## config.mk

```make
export PLATFORM = sky130hd
export DESIGN_NAME = number_feeder_flat
export DESIGN_NICKNAME = d
export VERILOG_FILES = /design/src/rtl/feeder_pkg.sv /design/src/rtl/number_feeder_if.sv /design/src/rtl/feeder_fifo.sv /design/src/rtl/number_feeder.sv /design/src/flat_wrapper.sv
export SDC_FILE = /design/constraint.sdc
export NUM_CORES = 1
export LEC_CHECK = 0
export ABC_AREA = 1
export BUFFER_PORTS_ARGS = -buffer_cell sky130_fd_sc_hd__buf_2
export CAP_MARGIN = 20
export CORE_MARGIN = 3
export CORE_UTILIZATION = 40
export DETAILED_ROUTE_END_ITERATION = 10
export PLACE_DENSITY = 0.56
export SYNTH_ARGS = -nofsm -noshare
export SYNTH_HDL_FRONTEND = slang
export SYNTH_SLANG_ARGS = --single-unit
```

## constraint.sdc

```tcl
create_clock -name clk -period 2.3 [get_ports clk]
set_input_delay 0.575 -clock clk [delete_from_list [all_inputs] [get_ports clk]]
set_output_delay 0.575 -clock clk [all_outputs]
set_load 0.005 [all_outputs]
```

## src/rtl/feeder_pkg.sv

```systemverilog
// Shared types, defaults and helpers for the number feeder.
package feeder_pkg;

    typedef enum logic [1:0] {
        S_IDLE,
        S_HOLD,
        S_GAP
    } feeder_state_t;

    localparam int unsigned DATA_W_DEF = 8;

    // Like $clog2 but never returns 0, so a derived width is always legal.
    function automatic int unsigned clog2_safe(input int unsigned value);
        return (value <= 1) ? 1 : $clog2(value);
    endfunction

endpackage

```

## src/rtl/number_feeder_if.sv

```systemverilog
// Handshake input and classifier-facing outputs of the number feeder.
interface number_feeder_if #(
    parameter int unsigned DATA_W = feeder_pkg::DATA_W_DEF,
    parameter int unsigned DEPTH  = 4
);
    logic [DATA_W-1:0]      in_data;
    logic                   in_valid;
    logic                   in_ready;
    logic [DATA_W-1:0]      number;
    logic                   present;
    logic                   start_pulse;
    logic [$clog2(DEPTH):0] fifo_count;
    logic                   zero_seen;

    // Producer side: drives candidate numbers, observes status.
    modport master (
        output in_data, in_valid,
        input  in_ready, number, present, start_pulse, fifo_count, zero_seen
    );

    // Feeder side.
    modport slave (
        input  in_data, in_valid,
        output in_ready, number, present, start_pulse, fifo_count, zero_seen
    );
endinterface

```

## src/rtl/feeder_fifo.sv

```systemverilog
// Synchronous first-word-fall-through FIFO; rdata always shows the head entry.
module feeder_fifo
    import feeder_pkg::*;
#(
    parameter int unsigned DATA_W = DATA_W_DEF,
    parameter int unsigned DEPTH  = 4
) (
    input  logic                   clk,
    input  logic                   rst,
    input  logic                   push,
    input  logic [DATA_W-1:0]      wdata,
    input  logic                   pop,
    output logic [DATA_W-1:0]      rdata,
    output logic                   full,
    output logic                   empty,
    output logic [$clog2(DEPTH):0] count
);
    localparam int unsigned PTR_W = clog2_safe(DEPTH);
    localparam int unsigned CNT_W = $clog2(DEPTH) + 1;

    logic [DATA_W-1:0] mem [DEPTH];
    logic [PTR_W-1:0]  wr_ptr_q;
    logic [PTR_W-1:0]  rd_ptr_q;
    logic [CNT_W-1:0]  count_q;
    logic              do_push;
    logic              do_pop;

    assign full    = (count_q == CNT_W'(DEPTH));
    assign empty   = (count_q == '0);
    assign count   = count_q;
    assign rdata   = mem[rd_ptr_q];
    assign do_push = push && !full;
    assign do_pop  = pop && !empty;

    // Pointer and occupancy update; pointers wrap naturally since DEPTH is a power of 2.
    always_ff @(posedge clk) begin
        if (rst) begin
            wr_ptr_q <= '0;
            rd_ptr_q <= '0;
            count_q  <= '0;
        end else begin
            if (do_push) begin
                wr_ptr_q <= wr_ptr_q + 1'b1;
            end
            if (do_pop) begin
                rd_ptr_q <= rd_ptr_q + 1'b1;
            end
            if (do_push && !do_pop) begin
                count_q <= count_q + 1'b1;
            end else if (do_pop && !do_push) begin
                count_q <= count_q - 1'b1;
            end
        end
    end

    // Storage write; contents need no reset since count gates visibility.
    always_ff @(posedge clk) begin
        if (do_push) begin
            mem[wr_ptr_q] <= wdata;
        end
    end

endmodule

```

## src/rtl/number_feeder.sv

```systemverilog
// Buffers incoming numbers and presents each one to the classifier for a fixed
// hold window followed by a zero gap that returns the classifier to idle.
module number_feeder
    import feeder_pkg::*;
#(
    parameter int unsigned DATA_W      = DATA_W_DEF,
    parameter int unsigned DEPTH       = 4,
    parameter int unsigned HOLD_CYCLES = 6,
    parameter int unsigned GAP_CYCLES  = 2
) (
    input logic            clk,
    input logic            rst,
    number_feeder_if.slave bus
);
    localparam int unsigned CNT_MAX = (HOLD_CYCLES > GAP_CYCLES) ? HOLD_CYCLES : GAP_CYCLES;
    localparam int unsigned TMR_W   = clog2_safe(CNT_MAX + 1);

    feeder_state_t          state_q;
    logic [DATA_W-1:0]      number_q;
    logic                   present_q;
    logic                   start_q;
    logic                   zero_seen_q;
    logic [TMR_W-1:0]       hold_cnt_q;
    logic [TMR_W-1:0]       gap_cnt_q;

    logic                   fifo_full;
    logic                   fifo_empty;
    logic [DATA_W-1:0]      fifo_rdata;
    logic [$clog2(DEPTH):0] fifo_cnt;
    logic                   accept;
    logic                   push;
    logic                   pop;

    // Ready is held low during reset so nothing is accepted into a flushing FIFO.
    assign bus.in_ready = !fifo_full && !rst;
    assign accept       = bus.in_valid && bus.in_ready;
    // Zeros complete the handshake but are never stored.
    assign push         = accept && (bus.in_data != '0);
    assign pop          = (state_q == S_IDLE) && !fifo_empty;

    assign bus.number      = number_q;
    assign bus.present     = present_q;
    assign bus.start_pulse = start_q;
    assign bus.fifo_count  = fifo_cnt;
    assign bus.zero_seen   = zero_seen_q;

    feeder_fifo #(
        .DATA_W (DATA_W),
        .DEPTH  (DEPTH)
    ) u_fifo (
        .clk   (clk),
        .rst   (rst),
        .push  (push),
        .wdata (bus.in_data),
        .pop   (pop),
        .rdata (fifo_rdata),
        .full  (fifo_full),
        .empty (fifo_empty),
        .count (fifo_cnt)
    );

    // Sticky flag for dropped zero inputs.
    always_ff @(posedge clk) begin
        if (rst) begin
            zero_seen_q <= 1'b0;
        end else if (accept && (bus.in_data == '0)) begin
            zero_seen_q <= 1'b1;
        end
    end

    // Presentation FSM: pop, hold for HOLD_CYCLES, then zero for GAP_CYCLES.
    always_ff @(posedge clk) begin
        if (rst) begin
            state_q    <= S_IDLE;
            number_q   <= '0;
            present_q  <= 1'b0;
            start_q    <= 1'b0;
            hold_cnt_q <= '0;
            gap_cnt_q  <= '0;
        end else begin
            unique case (state_q)
                S_IDLE: begin
                    if (!fifo_empty) begin
                        number_q   <= fifo_rdata;
                        present_q  <= 1'b1;
                        start_q    <= 1'b1;
                        hold_cnt_q <= TMR_W'(HOLD_CYCLES - 1);
                        state_q    <= S_HOLD;
                    end else begin
                        number_q <= '0;
                    end
                end
                S_HOLD: begin
                    start_q <= 1'b0;
                    if (hold_cnt_q == '0) begin
                        number_q  <= '0;
                        present_q <= 1'b0;
                        gap_cnt_q <= TMR_W'(GAP_CYCLES - 1);
                        state_q   <= S_GAP;
                    end else begin
                        hold_cnt_q <= hold_cnt_q - 1'b1;
                    end
                end
                S_GAP: begin
                    if (gap_cnt_q == '0) begin
                        state_q <= S_IDLE;
                    end else begin
                        gap_cnt_q <= gap_cnt_q - 1'b1;
                    end
                end
                default: begin
                    state_q <= S_IDLE;
                end
            endcase
        end
    end

endmodule

```

## src/flat_wrapper.sv

```systemverilog
// flat-port wrapper written by rule: the top's interface ports become plain ports
module number_feeder_flat import feeder_pkg::*;
#(
    parameter int unsigned DATA_W      = DATA_W_DEF,
    parameter int unsigned DEPTH       = 4,
    parameter int unsigned HOLD_CYCLES = 6,
    parameter int unsigned GAP_CYCLES  = 2
)
  (clk, rst, bus_in_data, bus_in_valid, bus_in_ready, bus_number, bus_present, bus_start_pulse, bus_fifo_count, bus_zero_seen);
  number_feeder_if #(.DATA_W(DATA_W), .DEPTH(DEPTH)) bus_i ();
  input logic clk;
  input logic rst;
  input wire logic [$bits(bus_i.in_data)-1:0] bus_in_data;
  input wire logic [$bits(bus_i.in_valid)-1:0] bus_in_valid;
  output wire logic [$bits(bus_i.in_ready)-1:0] bus_in_ready;
  output wire logic [$bits(bus_i.number)-1:0] bus_number;
  output wire logic [$bits(bus_i.present)-1:0] bus_present;
  output wire logic [$bits(bus_i.start_pulse)-1:0] bus_start_pulse;
  output wire logic [$bits(bus_i.fifo_count)-1:0] bus_fifo_count;
  output wire logic [$bits(bus_i.zero_seen)-1:0] bus_zero_seen;
  assign bus_i.in_data = bus_in_data;
  assign bus_i.in_valid = bus_in_valid;
  assign bus_in_ready = bus_i.in_ready;
  assign bus_number = bus_i.number;
  assign bus_present = bus_i.present;
  assign bus_start_pulse = bus_i.start_pulse;
  assign bus_fifo_count = bus_i.fifo_count;
  assign bus_zero_seen = bus_i.zero_seen;
  number_feeder #(.DATA_W(DATA_W), .DEPTH(DEPTH), .HOLD_CYCLES(HOLD_CYCLES), .GAP_CYCLES(GAP_CYCLES)) u_core (.clk(clk), .rst(rst), .bus(bus_i));
endmodule
```

# Word level (Yosys, flattened, before mapping)
# Memories as Yosys holds them, arrays and structs flattened. A register that Yosys moved wholly into a read port is not among the register bits.
# Cells that the tools add are included.
op_classes:
  addsub: 6
  n_mux: 23
  eq_ne: 8
  n_reduce_logical: 29
ops:
  columns: ["op", "count"]
  rows:
  - ["two-way mux 3 bit", 6]
  - ["two-way mux 8 bit", 2]
  - ["one-hot mux 8 bit (2 select lines)", 1]
  - ["one-hot mux 3 bit (2 select lines)", 2]
  - ["AND reduction 3 bit", 4]
  - ["two-way mux 2 bit", 5]
  - ["logical AND 1 bit", 9]
  - ["zero test 3 bit", 3]
  - ["subtractor 3 x 1 -> 3 bit, second input constant", 3]
  - ["zero test 8 bit", 1]
  - ["nonzero test 8 bit", 1]
  - ["inequality test 2 bit, second input constant", 3]
  - ["one-hot mux 2 bit (3 select lines)", 1]
  - ["nonzero test 2 bit", 3]
  - ["zero test 1 bit", 5]
  - ["adder 2 x 1 -> 2 bit, second input constant", 2]
  - ["two-way mux 1 bit", 4]
  - ["inequality test 2 x 1 -> 1 bit, second input constant", 2]
  - ["one-hot mux 1 bit (2 select lines)", 2]
  - ["AND reduction 2 bit", 2]
  - ["adder 3 x 1 -> 3 bit, second input constant", 1]
  - ["== test 3 bit, second input constant", 1]
  - ["== test 2 x 1 -> 1 bit, second input constant", 1]
  - ["== test 2 bit, second input constant", 1]
  - ["zero test 2 bit", 1]
totals:
  input_bits: 11
  ram_bits: 32
  wordCells: 77
  ff_bits: 26
  out_inout_bits: 15
  memories: 1
memory_table:
  columns: ["name", "depth", "word_bits", "rd", "rd_ports_with_merged_regs", "write_ports", "line", "text"]
  rows:
  - ["u_core.u_fifo.mem", 4, 8, 1, 1, 1, "feeder_fifo.sv:21", "logic [DATA_W-1:0] mem [DEPTH];"]

# Logic depth before layout (Yosys ltp)
depth:
  ltp_word: 10
  mapped_depth: 12
  mapped_depth_nobuf: 12

# Modules after synthesis
# A second synthesis with hierarchy kept.
hier_totals:
  hier_cells: 270
  area_unflattened_um2: 2575.0
by_module_without_submodules:
  columns: ["mod", "seq_area_each_um2", "cells_each", "area_per_inst_um2", "instances"]
  rows:
  - ["feeder_fifo", 1141.1, 146, 1685.4, 1]
  - ["number_feeder", 380.4, 124, 889.6, 1]

# Worst setup path before layout
# No wires, ideal clock.
synth_path:
  path_kind: "input to register"
  from: "input rst"
  to: "register u_core.u_fifo.count_q[2], in the netlist u_core.u_fifo.count[2]"
  t_arrival_ns: 1.849
  t_required_ns: 2.180
  setup_time_ns: 0.120
  cell_stages: 10
  path_slack_ns: 0.331
  cell_sequence: "inv_1 nand3_1 nor2_2 ha_1 inv_1 fa_1 nand2_1 nand3_1 o21ai_0 a21oi_1"
synth_via:
  elab_chain_len: 8
  elab_cells_between_ends: 10
  cone_classes: "mux (1); reduce/logical (9)"
synth_lines:
  columns: ["item", "line", "text"]
  rows:
  - ["from (decl)", "flat_wrapper.sv:12", "input logic rst;"]
  - ["zero test 1 bit *", "number_feeder.sv:35", "assign bus.in_ready = !fifo_full && !rst;"]
  - ["logical AND 1 bit *", "number_feeder.sv:35", null]
  - ["logical AND 1 bit *", "number_feeder.sv:36", "assign accept = bus.in_valid && bus.in_ready;"]
  - ["logical AND 1 bit *", "number_feeder.sv:38", "assign push = accept && (bus.in_data != '0);"]
  - ["logical AND 1 bit *", "feeder_fifo.sv:32", "assign do_push = push && !full;"]
  - ["net u_core.u_fifo.do_push", "feeder_fifo.sv:25", "logic do_push;"]
  - ["zero test 1 bit", "feeder_fifo.sv:50", "end else if (do_pop && !do_push) begin"]
  - ["logical AND 1 bit", "feeder_fifo.sv:50", null]
  - ["nonzero test 2 bit (no source line)", null, null]
  - ["to (signal assigned)", "feeder_fifo.sv:49", "count_q <= count_q + 1'b1;"]
  - ["to (signal assigned)", "feeder_fifo.sv:51", "count_q <= count_q - 1'b1;"]
  - ["to (decl)", "feeder_fifo.sv:24", "logic [CNT_W-1:0] count_q;"]
# The timed path passes the listed nets; every way through them passes the cells marked *.
# A chain may end at the register's enable or synchronous reset.

# Worst setup path in the final report
layout_path:
  from: "register u_core.u_fifo.count_q[0], in the netlist u_core.u_fifo.count[0]"
  to: "memory u_core.u_fifo.mem[1][4] (netlist name), enable pin"
layout_via:
  elab_chain_len: 8
layout_lines:
  columns: ["item", "line", "text"]
  rows:
  - ["== test 3 bit *", "feeder_fifo.sv:28", "assign full = (count_q == CNT_W'(DEPTH));"]
  - ["zero test 1 bit *", "feeder_fifo.sv:32, number_feeder.sv:35", null]
  - ["logical AND 1 bit", "number_feeder.sv:35", null]
  - ["logical AND 1 bit", "number_feeder.sv:36", null]
  - ["logical AND 1 bit", "number_feeder.sv:38", null]
  - ["logical AND 1 bit *", "feeder_fifo.sv:32", null]
  - ["net u_core.u_fifo.do_push", "feeder_fifo.sv:25", null]
  - ["two-way mux 1 bit *", "feeder_fifo.sv:58", "if (do_push) begin"]
  - ["two-way mux 1 bit (not written as such) *", "feeder_fifo.sv:59", "mem[wr_ptr_q] <= wdata;"]
  - ["to (decl)", "feeder_fifo.sv:21", null]
# Marks and branches as above.

==> results.md <==
* Hold_ws at 0.4599 ns
* Root cell of the clock tree: clkbuf_8
* Yosys warns at 0
* Fin area at approximately 3100 µm²
* Relative max-transition margin at 0.4374
* Slew Viols, Final at 0
* Net count after synthesis at roughly 360
* Worst Skew at between 0.004 and 0.005 ns
* Maxcap violations at 0
* Most frequent cells in the layout: nand2_1, nor2_1, inv_1
* Synth Area in XOR/XNOR at 0.003153
* Die ar. at between 7000 and 8000 µm²
* Post-synthesis cell count at 331
* Cell Chain, Critical Path: nor2_2 > nand2_1 > nand3_1 > nor2_2 > inv_1 > nor2_1
* Cts repair resizes at 0
* CTS tree: built
* Filler Cells Inserted at 650
* Ant diodes at 0
* CP Class: reg2reg
* Area Overhead vs Synth at 12.97%
* Commonest non-fill, non-tap cell in the layout: nand2_1
* Slowest stage cell, crit path: nor2_1
* Fin crit period at 1.998 ns
* Crit end category: flip-flop
* Crit-path max FO at 8
* Worst-path clk slew at around 0.060 ns
* Die H at slightly below 90 µm
* #FFs+latches synth at 60
* DR vias/cell at 4.594
* Crit path buf inv count at 1
* Routability congestion estimate at ~0.8
* Nets at 389
* Worst-Skew Late Latency at roughly 0.33 ns
* Initial Util at 0.4253
* Global route total overflow at 0
* IO Count at 26
* Adder-Cell Fraction of Synth Area at 0.06577
* Layout cells sized above 1 at 0.1274
* Port Buffer Count at 25
* Clock Sinks at 60
* CP dominant cell by count: nor2_2
* Crit path launch type: flip-flop
* Largest net degree at the start of global routing at 33
* Core Box Area at 6531 µm²
* Drt wl/cell at 12.14 µm
* Cell leakage power at 0.001419 µW
* Syn avg cell area at between 8 and 9 µm²
* Die W at between 80 and 90 µm
* Gr usage total at 0.1536
* Initial DRC count at 128
* First drt pass iteration count at 4
* Peak supply drop at ~0.00073 V
* Cell Rows at 29
* Post-synthesis compound-gate area fraction at 0.04865
* Post-synthesis mux area share at 0
* Via count at approximately 2000
* Crit-path max cell delay at ~0.65 ns
* Remaining DRCs at 0
* Cts bufs inserted at 9
* Post-cts hold buffer count at 0
* Dpl hpwl at about 3800 µm
* Postcts setup bufs at 0
* Worst min-delay path category: reg2reg
* WP data arrival at 1.96 ns
* Routed WL at around 5400 µm
* Vias in the first global route at around 1800
* Cell family with most CP delay: simple AND/OR/NAND/NOR gates
* Worst EP required at 2.26 ns
* Pwr dens at around 1100 nW/µm²
* Hold violation total from the final report at 0
* Area share of and/or/nand/nor cells after synthesis at 0.2468
* H-tree depth at 3
* Status: completed
* Setup_tns at 0 ns
* Worst-Margin Slew at 0.8409 ns
* Largest family of logic cells by synthesized area: simple AND/OR/NAND/NOR gates
* Final setup vio count at 0
* Antenna violations before repair at 0
* Routed Antenna Nets at 0
* Synth cell types at 23
* Final period util at 0.8687
* RSZ-0062 raised after global routing: false
* Max Clock Freq at approximately 500 MHz
* Max clock buf depth at 2
* First-pass GRT wire length at a little over 9000 µm
* Part of the Yosys area used for sequential elements at 0.5477
* Placed Area at about 3000 µm²
* Synth Cell Area at about 2800 µm²
==> path summary, 6_finish.rpt <==
check	to	from	cells past startpoint	slack (ns)
setup reg to reg	u_core.u_fifo.mem[1][4]$_DFFE_PP_	u_core.u_fifo.count[0]$_SDFFE_PP0P_	6	0.30
setup / recovery	u_core.u_fifo.mem[1][4]$_DFFE_PP_	u_core.u_fifo.count[0]$_SDFFE_PP0P_	6	0.30
hold reg to reg	u_core.u_fifo.rd_ptr_q[1]$_SDFFE_PP0P_	u_core.u_fifo.rd_ptr_q[1]$_SDFFE_PP0P_	2	0.46
hold / removal	u_core.u_fifo.rd_ptr_q[1]$_SDFFE_PP0P_	u_core.u_fifo.rd_ptr_q[1]$_SDFFE_PP0P_	2	0.46
==> state kept, by name (all words and copies together) (netlist names), named ones only <==
register / cells
u_core.bus.present: 1
u_core.u_fifo.count: 3
u_core.u_fifo.wr_ptr_q: 2
u_core.u_fifo.rd_ptr_q: 2
u_core.hold_cnt_q: 3
u_core.u_fifo.mem: 32
u_core.bus.number: 8
u_core.bus.zero_seen: 1
u_core.gap_cnt_q: 3
u_core.state_q: 2
u_core.bus.start_pulse: 1
==> power by group <==
part           internal [µW]  switching, µW
clock                    412            389
combinational            479            858
sequential              1330            122
total                   2220           1370
==> routing by layer <==
metal,vias to the layer above,part of all wire,global-route usage
li1,1091,-,-
met1,916,0.50,0.2140
met2,38,0.44,0.2224
met3,4,0.047,0.05622
met4,0,0.0098,0.04871
met5,-,0,0
==> cell type report <==
class	instances	area [µm²]	share of cell area
clock buffers	13	148.9	0.04745
clock inverters	3	12.51	0.003987
inverters	51	191.4	0.06100
multi-input cells	213	1012	0.3226
flip-flops and latches	60	1521	0.4848
well taps	77	96.34	0.03070
repair buffers	29	155.1	0.04944
==> cell usage after synthesis <==
cell,number,area share
nand3_2,1,0.0036
nand4_1,1,0.0023
fa_1,1,0.0072
inv_1,50,0.068
o21ai_0,7,0.013
a21oi_1,19,0.034
nand2_2,2,0.0045
nor2_1,64,0.086
dfxtp_1,28,0.20
nor2_2,2,0.0045
buf_2,3,0.0054
nor2_4,1,0.0041
nand2_1,87,0.12
nand3_1,11,0.020
inv_2,1,0.0014
xnor2_1,1,0.0032
and2_0,1,0.0023
nor3_1,1,0.0018
o21ai_1,1,0.0018
buf_6,3,0.012
ha_1,13,0.059
edfxtp_1,32,0.35
buf_1,1,0.0014
==> metrics by stage <==
stage,total power (µW),std cells,worst slack (ns),util
after floorplan,2487,331,0.3312,-
after global placement,2813,430,0.09919,0.4557
after detailed placement,2819,430,0.07584,0.4557
after CTS,3622,446,0.2583,0.4805
after global routing,3940,446,0.06824,0.4805
final,3586,446,0.3020,0.4805
==> logic make-up after synthesis <==
logic type,count (synthesis)
AOI/OAI and AO/OA,27
xor gates and xnor gates,1
adders and majority gates,14
buffers and inverters,58
DFF,60
and+or+nand+nor,171
==> tightest hold or removal path, delay by kind of cell (launching register included) <==
family	cells	cell delay [ns]
AO/OA/AOI/OAI	1	0.06
flip-flops	1	0.31
buffers and inverters	1	0.05
(Power assumes the default switching activity.)
